==> src/rtl/hhmmss_counter_pkg.sv <==
// hhmmss_counter_pkg: time-field limits, widths and run/stop encoding
// shared by the time-of-day counter and the date block.
package hhmmss_counter_pkg;
    localparam int TW = 6;
    localparam logic [TW-1:0] MAX_SEC = 6'd59;
    localparam logic [TW-1:0] MAX_MIN = 6'd59;
    localparam logic [TW-1:0] MAX_HR  = 6'd23;

    typedef enum logic {
        ST_RUN  = 1'b0,
        ST_STOP = 1'b1
    } run_state_e;

    // Anything at or beyond the limit wraps to zero, so bad loads self-heal.
    function automatic logic [TW-1:0] wrap_inc(input logic [TW-1:0] v, input logic [TW-1:0] lim);
        return (v >= lim) ? '0 : v + 1'b1;
    endfunction
endpackage

==> src/rtl/hhmmss_counter_edge.sv <==
// hhmmss_counter_edge: rising-edge detector, one-cycle pulse per
// low-to-high transition of a debounced button level.
module hhmmss_counter_edge (
    input  logic clk,
    input  logic rst_n,
    input  logic in,
    output logic pulse
);
    logic prev_q, prev_d;

    always_comb prev_d = in;

    always_ff @(posedge clk or negedge rst_n)
        if (!rst_n) prev_q <= 1'b0;
        else        prev_q <= prev_d;

    assign pulse = in & ~prev_q;
endmodule

==> src/rtl/hhmmss_counter.sv <==
// hhmmss_counter: settable hh:mm:ss time-of-day counter with BCD digits
// and a day-rollover pulse; buttons act only in time-adjust mode (sw1=1).
module hhmmss_counter
    import hhmmss_counter_pkg::*;
#(
    parameter int unsigned RST_HR  = 0,
    parameter int unsigned RST_MIN = 0,
    parameter int unsigned RST_SEC = 0
) (
    input  logic          clk,
    input  logic          rst_n,
    input  logic          enb,
    input  logic          sw1,
    input  logic [3:0]    btn,
    output logic [TW-1:0] hr,
    output logic [TW-1:0] min,
    output logic [TW-1:0] sec,
    output logic [3:0]    hh1,
    output logic [3:0]    hh2,
    output logic [3:0]    mi1,
    output logic [3:0]    mi2,
    output logic [3:0]    ss1,
    output logic [3:0]    ss2,
    output logic          day_tick,
    output logic          running
);
    logic [3:0]    btn_edge;
    logic          act;
    logic [TW-1:0] hr_q, hr_d, min_q, min_d, sec_q, sec_d;
    logic          day_tick_q, day_tick_d;
    run_state_e    state_q, state_d;

    for (genvar i = 0; i < 4; i++) begin : g_edge
        hhmmss_counter_edge u_edge (
            .clk  (clk),
            .rst_n(rst_n),
            .in   (btn[i]),
            .pulse(btn_edge[i])
        );
    end

    assign act = sw1 && $onehot(btn_edge);

    // A valid button action pre-empts the tick; that second is simply lost.
    always_comb begin
        state_d    = state_q;
        hr_d       = hr_q;
        min_d      = min_q;
        sec_d      = sec_q;
        day_tick_d = 1'b0;
        if (act) begin
            if (btn_edge[0]) min_d = wrap_inc(min_q, MAX_MIN);
            if (btn_edge[1]) hr_d = wrap_inc(hr_q, MAX_HR);
            if (btn_edge[2]) sec_d = '0;
            if (btn_edge[3]) state_d = (state_q == ST_RUN) ? ST_STOP : ST_RUN;
        end else if (enb && state_q == ST_RUN) begin
            sec_d = wrap_inc(sec_q, MAX_SEC);
            if (sec_q >= MAX_SEC) begin
                min_d = wrap_inc(min_q, MAX_MIN);
                if (min_q >= MAX_MIN) begin
                    hr_d       = wrap_inc(hr_q, MAX_HR);
                    day_tick_d = hr_q >= MAX_HR;
                end
            end
        end
    end

    always_ff @(posedge clk or negedge rst_n)
        if (!rst_n) begin
            state_q    <= ST_RUN;
            hr_q       <= TW'(RST_HR);
            min_q      <= TW'(RST_MIN);
            sec_q      <= TW'(RST_SEC);
            day_tick_q <= 1'b0;
        end else begin
            state_q    <= state_d;
            hr_q       <= hr_d;
            min_q      <= min_d;
            sec_q      <= sec_d;
            day_tick_q <= day_tick_d;
        end

    assign hr       = hr_q;
    assign min      = min_q;
    assign sec      = sec_q;
    assign day_tick = day_tick_q;
    assign running  = state_q == ST_RUN;
    assign hh1      = 4'(hr_q / 6'd10);
    assign hh2      = 4'(hr_q % 6'd10);
    assign mi1      = 4'(min_q / 6'd10);
    assign mi2      = 4'(min_q % 6'd10);
    assign ss1      = 4'(sec_q / 6'd10);
    assign ss2      = 4'(sec_q % 6'd10);
endmodule
==> config.mk <==
export PLATFORM = sky130hd
export DESIGN_NAME = hhmmss_counter
export DESIGN_NICKNAME = d
export VERILOG_FILES = /design/src/rtl/hhmmss_counter_pkg.sv /design/src/rtl/hhmmss_counter_edge.sv /design/src/rtl/hhmmss_counter.sv
export SDC_FILE = /design/constraint.sdc
export NUM_CORES = 1
export LEC_CHECK = 0
export CAP_MARGIN = 20
export CORE_ASPECT_RATIO = 0.8
export CORE_MARGIN = 5
export CORE_UTILIZATION = 50
export CTS_CLUSTER_DIAMETER = 100
export CTS_CLUSTER_SIZE = 30
export DETAILED_ROUTE_END_ITERATION = 10
export PLACE_DENSITY = 0.86
export SLEW_MARGIN = 20
export SYNTH_ARGS = -nofsm -noshare
export SYNTH_HDL_FRONTEND = slang
export SYNTH_HIERARCHICAL = 1
export SYNTH_SLANG_ARGS = --single-unit
==> constraint.sdc <==
create_clock -name clk -period 5.5 [get_ports clk]
set_input_delay 0.55 -clock clk [delete_from_list [all_inputs] [get_ports clk]]
set_output_delay 0.55 -clock clk [all_outputs]
set_load 0.005 [all_outputs]
==> metrics.txt, run 1 <==
CP peak stage delay=0.61 ns; CP Class=reg -> out; fraction of layout cells with a size suffix above 1=6.397%; port bufs=48; area leader, netlist=dfrtp_1; most frequent cell after synthesis=dfrtp_1; GRT Overall Usage=16.21%; crit-path max FO=15; asr flop ratio synth=100.0%; top-area cell type share of the netlist area=26.56%; crit start category=flop; Clock Latency Late Sink=0.26 ns; initial DRC count=181; fmax=292.3 MHz; placement row count=21; Die Footprint=5975 µm²; CTS Hold Bufs=0; Die X=85.18 µm; Syn Inst Count=264; Max Cap Violations=0; period utilisation layout=62.20%; status=finished clean; Syn. warnings=6; combinational share of power=62.0%; Commonest cells post-synth=dfrtp_1, inv_1, nor2_1; total core area=4283 µm²; Max-slew headroom=60.45%; Fin. Hold Viols=0; PD cells=473.6 nW/µm²; IO Count=52; DRC errors left=0; CTS Sinks=24; postcts setup bufs=0; Tightest Pin Transition=0.5932 ns; VDD IR max=289.1 µV; Reg clk slew, reported paths=0.08 ns; P_sw=542.6 µW; first drt pass iteration count=4; Post-Synth Adder-Cell Area=8.633%; Crit path required time=4.95 ns; Via Count=2,011; via/cell ratio=5.681; Net count, final=321; GRT overflow=0; Synth Area in XOR/XNOR=3.874%; Syn Area/Cell=8.564 µm²; Tot Pwr=1.307 mW; Setup crit end kind=output pin; CP Cell Sequence=nor2b_1 > xnor2_1 > o21ai_1 > ha_1 > nand3b_1 > o41ai_1 > a21oi_1 > o211ai_1 > clkdlybuf4s50_1; Routed Antenna Nets=0; HPWL after DPL=3647 µm; Die Ht=70.15 µm; Clock power frac=8.9%; Post-Synthesis Cell Area=2261 µm²; TritonCTS clock tree=done; Clk Tree Root Cell=clkbuf_8; routability cong.=0.7623; final number of setup-violating endpoints=0; Tmin final=3.421 ns; LEAKAGE=1.183 nW; post-synth cell types=60; Antenna diodes=0; Inserted Clock Buffers=3; synthesis-stage register bit count=24; max-slew violations=0; total wire length=4870 µm; P&R area growth vs syn=22.08%; WP data arrival=2.87 ns; Post-synth EDFFs=0; final setup TNS=0 ns; main combinational cell family by area after synthesis=simple AND/OR/NAND/NOR gates; largest net degree at the start of global routing=25; unrepaired setup endpoints after global routing=false; worst hold slack=0.2567 ns; Starting Density=52.79%; H-tree Lvls=1; PostCTS Resize Cnt=0; first-pass GRT wire length=8349 µm; CTS Buffer Depth=2; post-synthesis simple-gate area fraction=24.02%; Setup Skew=0.002345 ns; Synth Area in Compound Gates=22.08%; Seq pwr share=29.1%; Layout fillers=351; CP max stage cell=dfrtp_1; Pint=764.7 µW; Tightest Hold Check Type=in -> async; post-synthesis mux area share=6.309%; vias in the first global route=1,803; initial antenna violation count=0; dominant synthesized flop cell=dfrtp_1; sw frac=41.50%; Seq/Total Area, Yosys=26.56%; top cells by area, synth=dfrtp_1, ha_1, mux2i_1; WL per Instance=13.76 µm
==> layout make-up <==
cell class / instances / area (µm²) / share of cell area (%)
Multi-Input combinational cell: 200 / 1479 / 53.58
Sequential cell: 24 / 600.6 / 21.76
Timing Repair Buffer: 48 / 475.5 / 17.23
Inverter: 21 / 78.83 / 2.856
Tap cell: 57 / 71.32 / 2.584
Clock buffer: 4 / 55.05 / 1.995
==> critical path, delay by kind of cell (launching register included) <==
family / cells / cell delay [ns]
AOI/OAI and AO/OA: 4 / 0.47
xor gates and xnor gates: 1 / 0.17
adders and majority gates: 1 / 0.25
buffers and inverters: 1 / 0.52
DFF: 1 / 0.61
and+or+nand+nor: 2 / 0.59
==> cell families after synthesis <==
family,count (synthesis)
flip-flops,24
buffers and inverters,42
XOR/XNOR,10
adder cells (fa/ha/maj),15
other,1
multiplexers,14
AO/OA/AOI/OAI,69
AND/OR/NAND/NOR,89
==> power by group through the flow <==
| stage | Sequential, mW | Combinational (mW) | Clock (mW) |
|---|---|---|---|
| after global placement | 0.376 | 0.798 | 0 |
| final | 0.380 | 0.811 | 0.116 |
| after global routing | 0.399 | 0.900 | 0.130 |
| after detailed placement | 0.381 | 0.816 | 0 |
| after floorplan | 0.296 | 0.540 | 0 |
| after CTS | 0.378 | 0.820 | 0.121 |
==> worst paths after layout <==
kind	from	endpoint	slack (ns)	cells after the start
hold / removal	rst_n	day_tick$_DFF_PN0_	0.26	1
setup / recovery	min[5]$_DFFE_PN0P_	mi2[3]	2.08	9
hold reg to reg	state_q$_DFFE_PN0P_	state_q$_DFFE_PN0P_	0.61	2
max in group asynchronous	rst_n	min[1]$_DFFE_PN0P_	4.88	1
min in group clk	state_q$_DFFE_PN0P_	state_q$_DFFE_PN0P_	0.61	2
setup reg to reg	g_edge[0].u_edge/prev_q$_DFF_PN0_	sec[5]$_DFFE_PN0P_	2.68	10
==> placed cells by master (no fill, tap or decap), drive strengths merged, types with 3 or more instances in the layout <==
cell and count:
a21oi 13, conb 3, inv 21, xnor2 7, and3 4, a2bb2oi 3, ha 14, xor2 3
o211ai 4, a22oi 4, o22ai 4, nor2 19, nand3 10, a21o 3, nor2b 10, nand2 15
clkbuf 4, nor3 4, nand2b 7, mux2i 12, clkdlybuf4s50 47, nand3b 4, dfrtp 24, o21ai 14
==> registers in the layout, indices dropped and copies added, names as in the netlist <==
name	cells
day_tick	1
sec	6
min	6
hr	6
state_q	1
g_edge.u_edge/prev_q	4
==> per-layer routing <==
layer,GRT usage (%),vias up,part of all wire [%]
met3,3.408,2,5.4
met2,25.78,50,46
met4,1.054,0,0.12
met1,23.61,955,48
met5,0,-,0
li1,-,1004,-
==> through the flow <==
stage               util [%]  cells  instance area (µm²)  worst slack (ns)
floorplan                  -    266                 2268             2.722
global placement       63.28    350                 2710             2.145
detailed placement     63.28    350                 2710             2.050
CTS                    64.56    354                 2765             2.059
finish                 64.45    354                 2760             2.079
global route           64.45    354                 2760             1.862
Note: power is estimated with default switching activity, not from simulation.
==> run 2: changes to the inputs <==
==> constraint.sdc (replaced) <==
create_clock -name clk -period 3.15 [get_ports clk]
set_input_delay 0.315 -clock clk [delete_from_list [all_inputs] [get_ports clk]]
set_output_delay 0.315 -clock clk [all_outputs]
set_load 0.005 [all_outputs]
==> run 2 against run 1 <==
  * Cell count is 2.3% higher
  * Hold slack got worse by 0.25 ns
  * Sequential share of layout area shrank 0.45 points
  * Clock power rose by 78%
  * Global-route usage up 0.66 points
  * First-iteration DRC count decreased by 28%
  * Cell area rose by 2.3%
  * Sequential power grew 56%
  * Non-clock buffer count grew 8
  * Power increased by 80%
  * Via count increased by 1.6%
  * Clock skew hardly changed
  * Highest routed layer unchanged
==> metrics.txt, run 2 (synthesis gave the netlist of run 1 again) <==
Tmin final=2.969 ns; port bufs=48 (unchanged); commonest non-fill, non-tap cell in the layout=clkdlybuf4s50_1; CP peak stage delay=0.55 ns (-0.06 ns); VDD IR max=515.1 µV (+78%); GRT Overall Usage=16.87% (+0.66 points); postcts setup bufs=0 (unchanged); Tightest Hold Check Type=in -> async; initial DRC count=131 (-28%); M1 WL=2381 µm (+1.6%); Die Footprint=5975 µm² (unchanged); Sequential Area=601.8 µm² (+0.21%); WL per Instance=14.15 µm (+2.8%); Die Ht=70.15 µm (unchanged); via/cell ratio=5.644 (-0.65%); LEAKAGE=1.221 nW (+3.2%); P_sw=971.7 µW (+79%); CP Cell Sequence=clkdlybuf4s50_1 > nor2b_4 > inv_1 > fa_1 > inv_1 > ha_1 > ha_1 > nand4bb_1 > mux2i_1 > o21ai_0 > o21ai_1; HPWL after DPL=3894 µm (+6.8%); Via Count=2,043 (+1.6%); fraction of layout cells with a size suffix above 1=9.508% (+3.1 points); final number of setup-violating endpoints=0 (unchanged); initial antenna violation count=0 (unchanged); fmax=336.8 MHz; placed cells=358 (+2.3%); Crit path required time=3.35 ns (-1.60 ns); WP data arrival=3.17 ns (+0.30 ns); CP startpoint=btn[0]; P&R area growth vs syn=24.90%; GRT overflow=0 (unchanged); crit start category=input port; CP Class=in -> reg; Layout fillers=348 (-0.85%); Inserted Clock Buffers=3 (unchanged); Die X=85.18 µm (unchanged); routability cong.=0.7659 (+0.47%); status=finished clean; Net count, final=329 (+2.5%); Max Cap Violations=0 (unchanged); Antenna diodes=0 (unchanged); CTS Buffer Depth=2 (unchanged); H-tree Lvls=1 (unchanged); TritonCTS clock tree=done; CTS Hold Bufs=0 (unchanged); vias in the first global route=1,810 (+0.39%); DR WL met3=310 µm (+18%); pre-CTS setup slack=-0.04481 ns (-2.095 ns); crit-path max FO=7 (-8); Max-slew headroom=59.61% (-0.85 points); Seq pwr share=25.2% (-3.9 points); first-pass GRT wire length=8521 µm (+2.1%); Clk Tree Root Cell=clkbuf_8; Setup Skew=0.002149 ns (-0.0001966 ns); Reg clk slew, reported paths=0.08 ns (about the same); IO Count=52 (unchanged); routed wl met2=2393 µm (+6.0%); first drt pass iteration count=6 (+2); placement row count=21 (unchanged); PD cells=831.9 nW/µm² (+76%); top layer in use=met4; Setup crit end kind=flop; CTS Sinks=24 (unchanged); period utilisation layout=94.25%; sw frac=41.36% (-0.14 points); Multi-input gate area=1481 µm² (+0.17%); most frequent cells in the layout=clkdlybuf4s50_1, dfrtp_1, inv_1, nor2_1, nand2_1; Fin. Hold Viols=0 (unchanged); total core area=4283 µm² (unchanged); Post-Layout Cell Count=362 (+2.3%); max-slew violations=0 (unchanged); setup ws final=0.1813 ns (-1.898 ns); CP max stage cell=mux2i_1; Clock power frac=8.8% (about the same); worst hold slack=0.007641 ns (-0.2491 ns); Buf+Inv Stages, Crit Path=3 (+2); combinational share of power=66.0% (+4.0 points); family with the most delay on the worst path=adder cells; Starting Density=52.79% (unchanged); PostCTS Resize Cnt=0 (unchanged); DRC errors left=0 (unchanged); total wire length=5121 µm (+5.2%); Clock Latency Late Sink=0.27 ns (about the same); Tightest Pin Transition=0.5890 ns (-0.004143 ns); Routed Antenna Nets=0 (unchanged); largest net degree at the start of global routing=25 (unchanged); Pint=1.378 mW (+80%); unrepaired setup endpoints after global routing=false; worst flop-to-flop path startpoint=g_edge[0].u_edge/prev_q$_DFF_PN0_
==> run 2: final cells by class <==
class                           count  area share [%]
Clock buffer                        4           1.949
Inverter                           21           2.791
Multi-Input combinational cell    200           52.46
Sequential cell                    24           21.31
Tap cell                           57           2.525
Timing Repair Buffer               56           18.96
==> run 2: worst paths after layout <==
| check | endpoint | slack, ns | cells past startpoint |
|---|---|---|---|
| setup / recovery | sec[5]$_DFFE_PN0P_ | 0.18 | 11 |
| hold / removal | day_tick$_DFF_PN0_ | 0.008 | 1 |
| setup reg to reg | sec[5]$_DFFE_PN0P_ | 0.33 | 10 |
| hold reg to reg | min[4]$_DFFE_PN0P_ | 0.60 | 1 |
| max in group asynchronous | sec[0]$_DFFE_PN0P_ | 2.77 | 1 |
| min in group clk | g_edge[0].u_edge/prev_q$_DFF_PN0_ | 0.51 | 1 |
==> run 2: stage by stage <==
| stage | cell area (µm²) | total power, mW | TNS, ns | util [%] |
|---|---|---|---|---|
| after floorplan | 2268 | 1.459 | 0 | - |
| after CTS | 2825 | 2.364 | 0 | 65.97 |
| after global placement | 2770 | 2.102 | 0 | 64.68 |
| after detailed placement | 2770 | 2.149 | -0.1163 | 64.68 |
| final | 2824 | 2.349 | 0 | 65.94 |
| after global routing | 2824 | 2.551 | 0 | 65.94 |
==> run 2: power by group through the flow <==
| stage | clock network, mW | logic (mW) | registers [mW] |
|---|---|---|---|
| 6_report | 0.206 | 1.55 | 0.592 |
| 5_1_grt | 0.227 | 1.71 | 0.619 |
| 4_1_cts | 0.215 | 1.56 | 0.587 |
| 3_5_place_dp | 0 | 1.55 | 0.595 |
| 3_3_place_gp | 0 | 1.52 | 0.587 |
| 2_1_floorplan | 0 | 0.943 | 0.516 |
==> run 2: layer usage <==
layer	up-vias	track usage [%]
li1	1014	-
met5	-	0
met3	5	3.173
met2	61	27.07
met1	963	23.59
met4	0	3.515
==> run 2: worst reg2reg max path: cells and delay by family (launching register included) <==
kind                     cells  cell delay [ns]
AO/OA/AOI/OAI                2             0.29
adder cells (fa/ha/maj)      3             0.98
buffers and inverters        2             0.10
flip-flops                   1             0.40
multiplexers                 1             0.55
AND/OR/NAND/NOR              2             0.43
